<file path="src/rtl/serial_pkg.sv">
// Shared definitions for the serial transmitter and receiver: frame states,
// line levels and the default bit period.
package serial_pkg;

   typedef enum logic [2:0] {
      ST_IDLE   = 3'd0,
      ST_START  = 3'd1,
      ST_DATA   = 3'd2,
      ST_PARITY = 3'd3,
      ST_STOP   = 3'd4
   } tx_state_e;

   localparam logic LINE_IDLE = 1'b1;
   localparam logic START_BIT = 1'b0;
   localparam logic STOP_BIT  = 1'b1;

   localparam int CLKS_PER_BIT_DEF = 16;

endpackage

</file>
<file path="src/rtl/serial_frame_tx_if.sv">
// Producer-side handshake and serial line of the frame transmitter.
interface serial_frame_tx_if #(
   parameter int DATA_W = 8
);
   logic [DATA_W-1:0] tx_data;
   logic              tx_valid;
   logic              tx_ready;
   logic              tx_line;
   logic              tx_busy;

   modport master (
      output tx_data, tx_valid,
      input  tx_ready, tx_line, tx_busy
   );

   modport slave (
      input  tx_data, tx_valid,
      output tx_ready, tx_line, tx_busy
   );
endinterface

</file>
<file path="src/rtl/baud_tick_gen.sv">
// Modulo-CLKS_PER_BIT counter; tick marks the last cycle of each bit period.
module baud_tick_gen #(
   parameter int CLKS_PER_BIT = 16
) (
   input  logic clk,
   input  logic reset,
   input  logic clear,
   output logic tick
);
   localparam int CW = (CLKS_PER_BIT > 1) ? $clog2(CLKS_PER_BIT) : 1;
   localparam logic [CW-1:0] LAST = CW'(CLKS_PER_BIT - 1);

   logic [CW-1:0] cnt;

   always_ff @(posedge clk or posedge reset) begin
      if (reset) begin
         cnt <= '0;
      end else if (clear || cnt == LAST) begin
         cnt <= '0;
      end else begin
         cnt <= cnt + 1'b1;
      end
   end

   assign tick = (cnt == LAST);
endmodule

</file>
<file path="src/rtl/serial_frame_tx.sv">
// Parallel-in, serial-out frame transmitter: start, DATA_W bits LSB first,
// optional even parity, stop.
//
//   state  | meaning
//   IDLE   | line high, ready for a byte
//   START  | driving the start bit
//   DATA   | driving data bits, LSB first
//   PARITY | driving the captured even-parity bit
//   STOP   | driving the stop bit
module serial_frame_tx
   import serial_pkg::*;
#(
   parameter int DATA_W       = 8,
   parameter int CLKS_PER_BIT = CLKS_PER_BIT_DEF,
   parameter int PARITY_EN    = 1
) (
   input  logic                clk,
   input  logic                reset,
   serial_frame_tx_if.slave    bus
);
   localparam int BIT_W = $clog2(DATA_W + 1);
   localparam logic [BIT_W-1:0] BIT_LAST = BIT_W'(DATA_W);

   localparam logic [2:0] IDLE   = ST_IDLE;
   localparam logic [2:0] START  = ST_START;
   localparam logic [2:0] DATA   = ST_DATA;
   localparam logic [2:0] PARITY = ST_PARITY;
   localparam logic [2:0] STOP   = ST_STOP;

   logic [2:0]        state;
   logic [DATA_W-1:0] shift_q;
   logic [BIT_W-1:0]  bit_cnt;
   logic              parity_q;
   logic              line_q;
   logic              baud_clear;
   logic              tick;

   // Holding the counter clear in IDLE aligns every frame's first bit period.
   assign baud_clear = (state == IDLE);

   baud_tick_gen #(
      .CLKS_PER_BIT (CLKS_PER_BIT)
   ) u_baud (
      .clk   (clk),
      .reset (reset),
      .clear (baud_clear),
      .tick  (tick)
   );

   // The line is registered, so each bit is loaded from shift_q[0] on the
   // edge that starts its period and the register shifts in the same edge.
   always_ff @(posedge clk or posedge reset) begin
      if (reset) begin
         state    <= IDLE;
         shift_q  <= '0;
         bit_cnt  <= '0;
         parity_q <= 1'b0;
         line_q   <= LINE_IDLE;
      end else begin
         case (state)
            IDLE: begin
               if (bus.tx_valid) begin
                  state    <= START;
                  shift_q  <= bus.tx_data;
                  parity_q <= ^bus.tx_data;
                  bit_cnt  <= '0;
                  line_q   <= START_BIT;
               end
            end
            START: begin
               if (tick) begin
                  state   <= DATA;
                  line_q  <= shift_q[0];
                  shift_q <= shift_q >> 1;
                  bit_cnt <= BIT_W'(1);
               end
            end
            DATA: begin
               if (tick) begin
                  if (bit_cnt == BIT_LAST) begin
                     bit_cnt <= '0;
                     if (PARITY_EN != 0) begin
                        state  <= PARITY;
                        line_q <= parity_q;
                     end else begin
                        state  <= STOP;
                        line_q <= STOP_BIT;
                     end
                  end else begin
                     line_q  <= shift_q[0];
                     shift_q <= shift_q >> 1;
                     bit_cnt <= bit_cnt + 1'b1;
                  end
               end
            end
            PARITY: begin
               if (tick) begin
                  state  <= STOP;
                  line_q <= STOP_BIT;
               end
            end
            STOP: begin
               if (tick) begin
                  state  <= IDLE;
                  line_q <= LINE_IDLE;
               end
            end
            default: begin
               state  <= IDLE;
               line_q <= LINE_IDLE;
            end
         endcase
      end
   end

   assign bus.tx_ready = (state == IDLE);
   assign bus.tx_busy  = (state != IDLE);
   assign bus.tx_line  = line_q;
endmodule

</file>
<file path="src/flat_wrapper.sv">
// flat-port wrapper written by rule: the top's interface ports become plain ports
module serial_frame_tx_flat import serial_pkg::*;
#(
   parameter int DATA_W       = 8,
   parameter int CLKS_PER_BIT = CLKS_PER_BIT_DEF,
   parameter int PARITY_EN    = 1
)
  (clk, reset, bus_tx_data, bus_tx_valid, bus_tx_ready, bus_tx_line, bus_tx_busy);
  serial_frame_tx_if #(.DATA_W(DATA_W)) bus_i ();
  input  logic clk;
  input  logic reset;
  input wire logic [$bits(bus_i.tx_data)-1:0] bus_tx_data;
  input wire logic [$bits(bus_i.tx_valid)-1:0] bus_tx_valid;
  output wire logic [$bits(bus_i.tx_ready)-1:0] bus_tx_ready;
  output wire logic [$bits(bus_i.tx_line)-1:0] bus_tx_line;
  output wire logic [$bits(bus_i.tx_busy)-1:0] bus_tx_busy;
  assign bus_i.tx_data = bus_tx_data;
  assign bus_i.tx_valid = bus_tx_valid;
  assign bus_tx_ready = bus_i.tx_ready;
  assign bus_tx_line = bus_i.tx_line;
  assign bus_tx_busy = bus_i.tx_busy;
  serial_frame_tx #(.DATA_W(DATA_W), .CLKS_PER_BIT(CLKS_PER_BIT), .PARITY_EN(PARITY_EN)) u_core (.clk(clk), .reset(reset), .bus(bus_i));
endmodule
</file>
<file path="config.mk">
export PLATFORM = sky130hd
export DESIGN_NAME = serial_frame_tx_flat
export DESIGN_NICKNAME = d
export VERILOG_FILES = /design/src/rtl/serial_pkg.sv /design/src/rtl/serial_frame_tx_if.sv /design/src/rtl/baud_tick_gen.sv /design/src/rtl/serial_frame_tx.sv /design/src/flat_wrapper.sv
export SDC_FILE = /design/constraint.sdc
export NUM_CORES = 1
export LEC_CHECK = 0
export ABC_AREA = 1
export BUFFER_PORTS_ARGS = -buffer_cell sky130_fd_sc_hd__clkbuf_2
export CORE_UTILIZATION = 51
export DETAILED_ROUTE_END_ITERATION = 7
export PLACE_DENSITY_LB_ADDON = 0.1
export SYNTH_ARGS = -nofsm -noshare
export SYNTH_HDL_FRONTEND = slang
export SYNTH_SLANG_ARGS = --single-unit
</file>
<file path="constraint.sdc">
create_clock -name clk -period 2.6 [get_ports clk]
set_input_delay 0.13 -clock clk [delete_from_list [all_inputs] [get_ports clk]]
set_output_delay 0.13 -clock clk [all_outputs]
set_load 0.005 [all_outputs]
</file>
==> flow_metrics.env <==
export IMPL_drv_slew=0
export IMPL_ant_nets=0
export IMPL_syn_area_per_cell_um2=6.885
export IMPL_crit_path_end_kind="flip-flop"
export IMPL_start_util_pct=53.64
export IMPL_path_max_fanout=13
export IMPL_wl_met2_um=1230
export IMPL_crit_type="reg2reg"
export IMPL_avgViaCountPerCell=4.942
export IMPL_ys_seq_area_share_pct=35.92
export IMPL_cts_max_level=1
export IMPL_worst_slew_pin_slew_ps=808.1
export IMPL_rsz0062_at_grt="false"
export IMPL_ir_drop_mv=0.8746
export IMPL_fillers=287
export IMPL_ys_warnings_count=0
export IMPL_drc=0
export IMPL_drt_iter0_drc=56
export IMPL_die_y_um=55.62
export IMPL_vias=1275
export IMPL_routabilityCongestion=0.8697
export IMPL_syn_nets=227
export IMPL_maxCapViolCount=0
export IMPL_cts_buffers=3
export IMPL_final_cell_mix="nand2_1, inv_1, dfrtp_1, nand3_1, nor2_1"
export IMPL_die_area_um2=3094
export IMPL_grt_pass1_wl_um=5037
export IMPL_finalWirelength_um=2734
export IMPL_cts_tree="yes"
export IMPL_grt_usage_pct=20.27
export IMPL_synth_cell_types=24
export IMPL_synthToLayoutAreaGrowth_pct=7.508
export IMPL_hold_viol_final=0
export IMPL_dr_pass1_iters=4
export IMPL_min_period_ps=1640
export IMPL_setup_violations=0
export IMPL_wl_met3_um=68
export IMPL_rr_startpoint="u_core.u_baud.cnt[0]$_DFF_PP0_"
export IMPL_grt_overflow=0
export IMPL_synthCells=213
export IMPL_max_freq_ghz=0.6096
export IMPL_p_leak_nw=0.8931
export IMPL_startpoint_type="flip-flop"
export IMPL_multi_input_area_um2=815.8
export IMPL_rows=19
export IMPL_finalInstanceArea_um2=1577
export IMPL_p_per_area_nw_per_um2=1073
export IMPL_synthDominantCellAreaShare_pct=34.13
export IMPL_core_area_um2=2734
export IMPL_antennaDiodeCount=0
export IMPL_clock_sinks=21
export IMPL_final_common_cell="nand2_1"
export IMPL_ctsResizeCount=0
export IMPL_io_buffers=13
export IMPL_cts_clk_slew_worst_paths_ps=120
export IMPL_dp_cells=253
export IMPL_worst_ep_required_time_ps=2810
export IMPL_status="finished, final reports clean"
export IMPL_fin_tns_setup_ps=0
export IMPL_min_from="bus_tx_valid"
export IMPL_relSlewSlack_pct=46.07
export IMPL_clock_tree_root_cell="clkbuf_4"
export IMPL_fin_worst_skew_ps=5.280
export IMPL_hpwl_um=2110
export IMPL_syn_cell_area_um2=1466
export IMPL_crit_arrival_ps=1850
export IMPL_clkLatencyLatePin_ps=310
export IMPL_grt_pass1_vias=1198
export IMPL_ios=14
export IMPL_period_share_pct=63.09
export IMPL_met1_length_um=1414
export IMPL_final_cells=258
export IMPL_synth_seq_cells=21
export IMPL_postCtsSetupRepairBufs=0
export IMPL_worstHoldPathType="in2reg"
export IMPL_synth_largest_area_cell="dfrtp_1"
export IMPL_seq_area_um2=526.8
export IMPL_grt_start_max_net_pins=22
export IMPL_clock_tree_buffer_depth=2
export IMPL_cp_startpoint="u_core.u_baud.cnt[0]$_DFF_PP0_"
export IMPL_drive_above_1_share_pct=15.42
export IMPL_highest_layer="met4"
export IMPL_synth_area_leaders="dfrtp_1, nand2_1, nand3_1, inv_1, nor2_1"
export IMPL_placed_cell_area_um2=1540
export IMPL_nets=242
export IMPL_post_drt_wl_per_cell_um=10.60
export IMPL_antenna_found_initial=0
export IMPL_fp_dieW_um=55.62
## worst max-delay path, stage by stage, from the launching register on
cell     delay (ps)
dfrtp_1         390
ha_1            190
nand3_1         170
inv_1           130
nor2_2           70
nor2_4          300
nand2_1         150
nand2_1          90
nand2_1          50
## state kept, by name, summed over array words and instances, names as in the netlist
register            count
u_core.shift_q          8
u_core.bit_cnt          4
u_core.u_baud.cnt       4
u_core.state            3
u_core.bus.tx_line      1
u_core.parity_q         1
## cells in the mapped netlist
master     n
nand4_1    1
nand2_2    3
o21ai_1    7
nand3_2    3
clkbuf_1   2
dfrtp_1   20
xor2_1     4
nand2_1   86
inv_2      2
dfstp_2    1
inv_1     23
a21oi_4    1
nor3_1     1
o21ai_0    4
nand2_4    2
xnor2_1    5
nor2_1    16
buf_6      2
a21oi_1    1
nand3_1   19
nor2_2     3
ha_1       3
nor3_2     1
nor2_4     3
## power breakdown
group	internal, W	total (W)	switching [W]	leakage, nW
registers	0.000464	0.000575	0.000111	0.269
logic	0.000333	0.000957	0.000624	0.610
clock network	0.0000599	0.000159	0.0000992	0.0150
## worst paths after layout
check / slack [ps] / endpoint / cells past startpoint
setup / recovery: 960 / u_core.state[1]$_DFFE_PP0P_ / 8
hold / removal: 190 / u_core.parity_q$_DFFE_PP0P_ / 4
setup reg to reg: 960 / u_core.state[1]$_DFFE_PP0P_ / 8
hold reg to reg: 470 / u_core.u_baud.cnt[0]$_DFF_PP0_ / 1
max in group asynchronous: 1610 / u_core.shift_q[3]$_DFFE_PP0P_ / 3
min in group asynchronous: 500 / u_core.shift_q[0]$_DFFE_PP0P_ / 3
## cells by family (layout without fill, tap and decap cells)
group	count (synthesis)	after routing	synth area share [%]
DFF	21	21	35.92
and+or+nand+nor	138	138	42.49
buffers and inverters	29	43	8.447
AOI/OAI and AO/OA	13	13	5.205
xor gates and xnor gates	9	9	5.375
adders and majority gates	3	3	2.560
## area by class of cell
type                            count  area share [%]
Timing Repair Buffer               14           4.762
Sequential cell                    21           33.41
Multi-Input combinational cell    163           51.75
Inverter                           25           5.952
Tap cell                           31           2.460
Clock buffer                        4           1.667
## stage by stage
step / hold slack (ps) / total power, W / util (%) / setup WS [ps]
2_1_floorplan: 105.8 / 0.001385 / - / 1158
3_3_place_gp: 283.5 / 0.001517 / 56.34 / 1060
3_5_place_dp: 294.1 / 0.001544 / 56.34 / 977.4
4_1_cts: 190.8 / 0.001705 / 57.67 / 956.2
5_1_grt: 212.9 / 0.001883 / 57.67 / 790.9
6_report: 193.6 / 0.001691 / 57.67 / 959.6
## routing by layer
metal	GRT usage [%]	vias to the layer above
met5	0	-
met1	28.20	574
met3	5.116	2
met4	5.714	0
met2	31.50	12
li1	-	687
## repair_timing
action,in CTS,in global routing
endpoints found under the setup margin,0,0
hold endpoints to repair,20,0
hold buffers,1,0
Note: power is estimated with default switching activity, not from simulation.
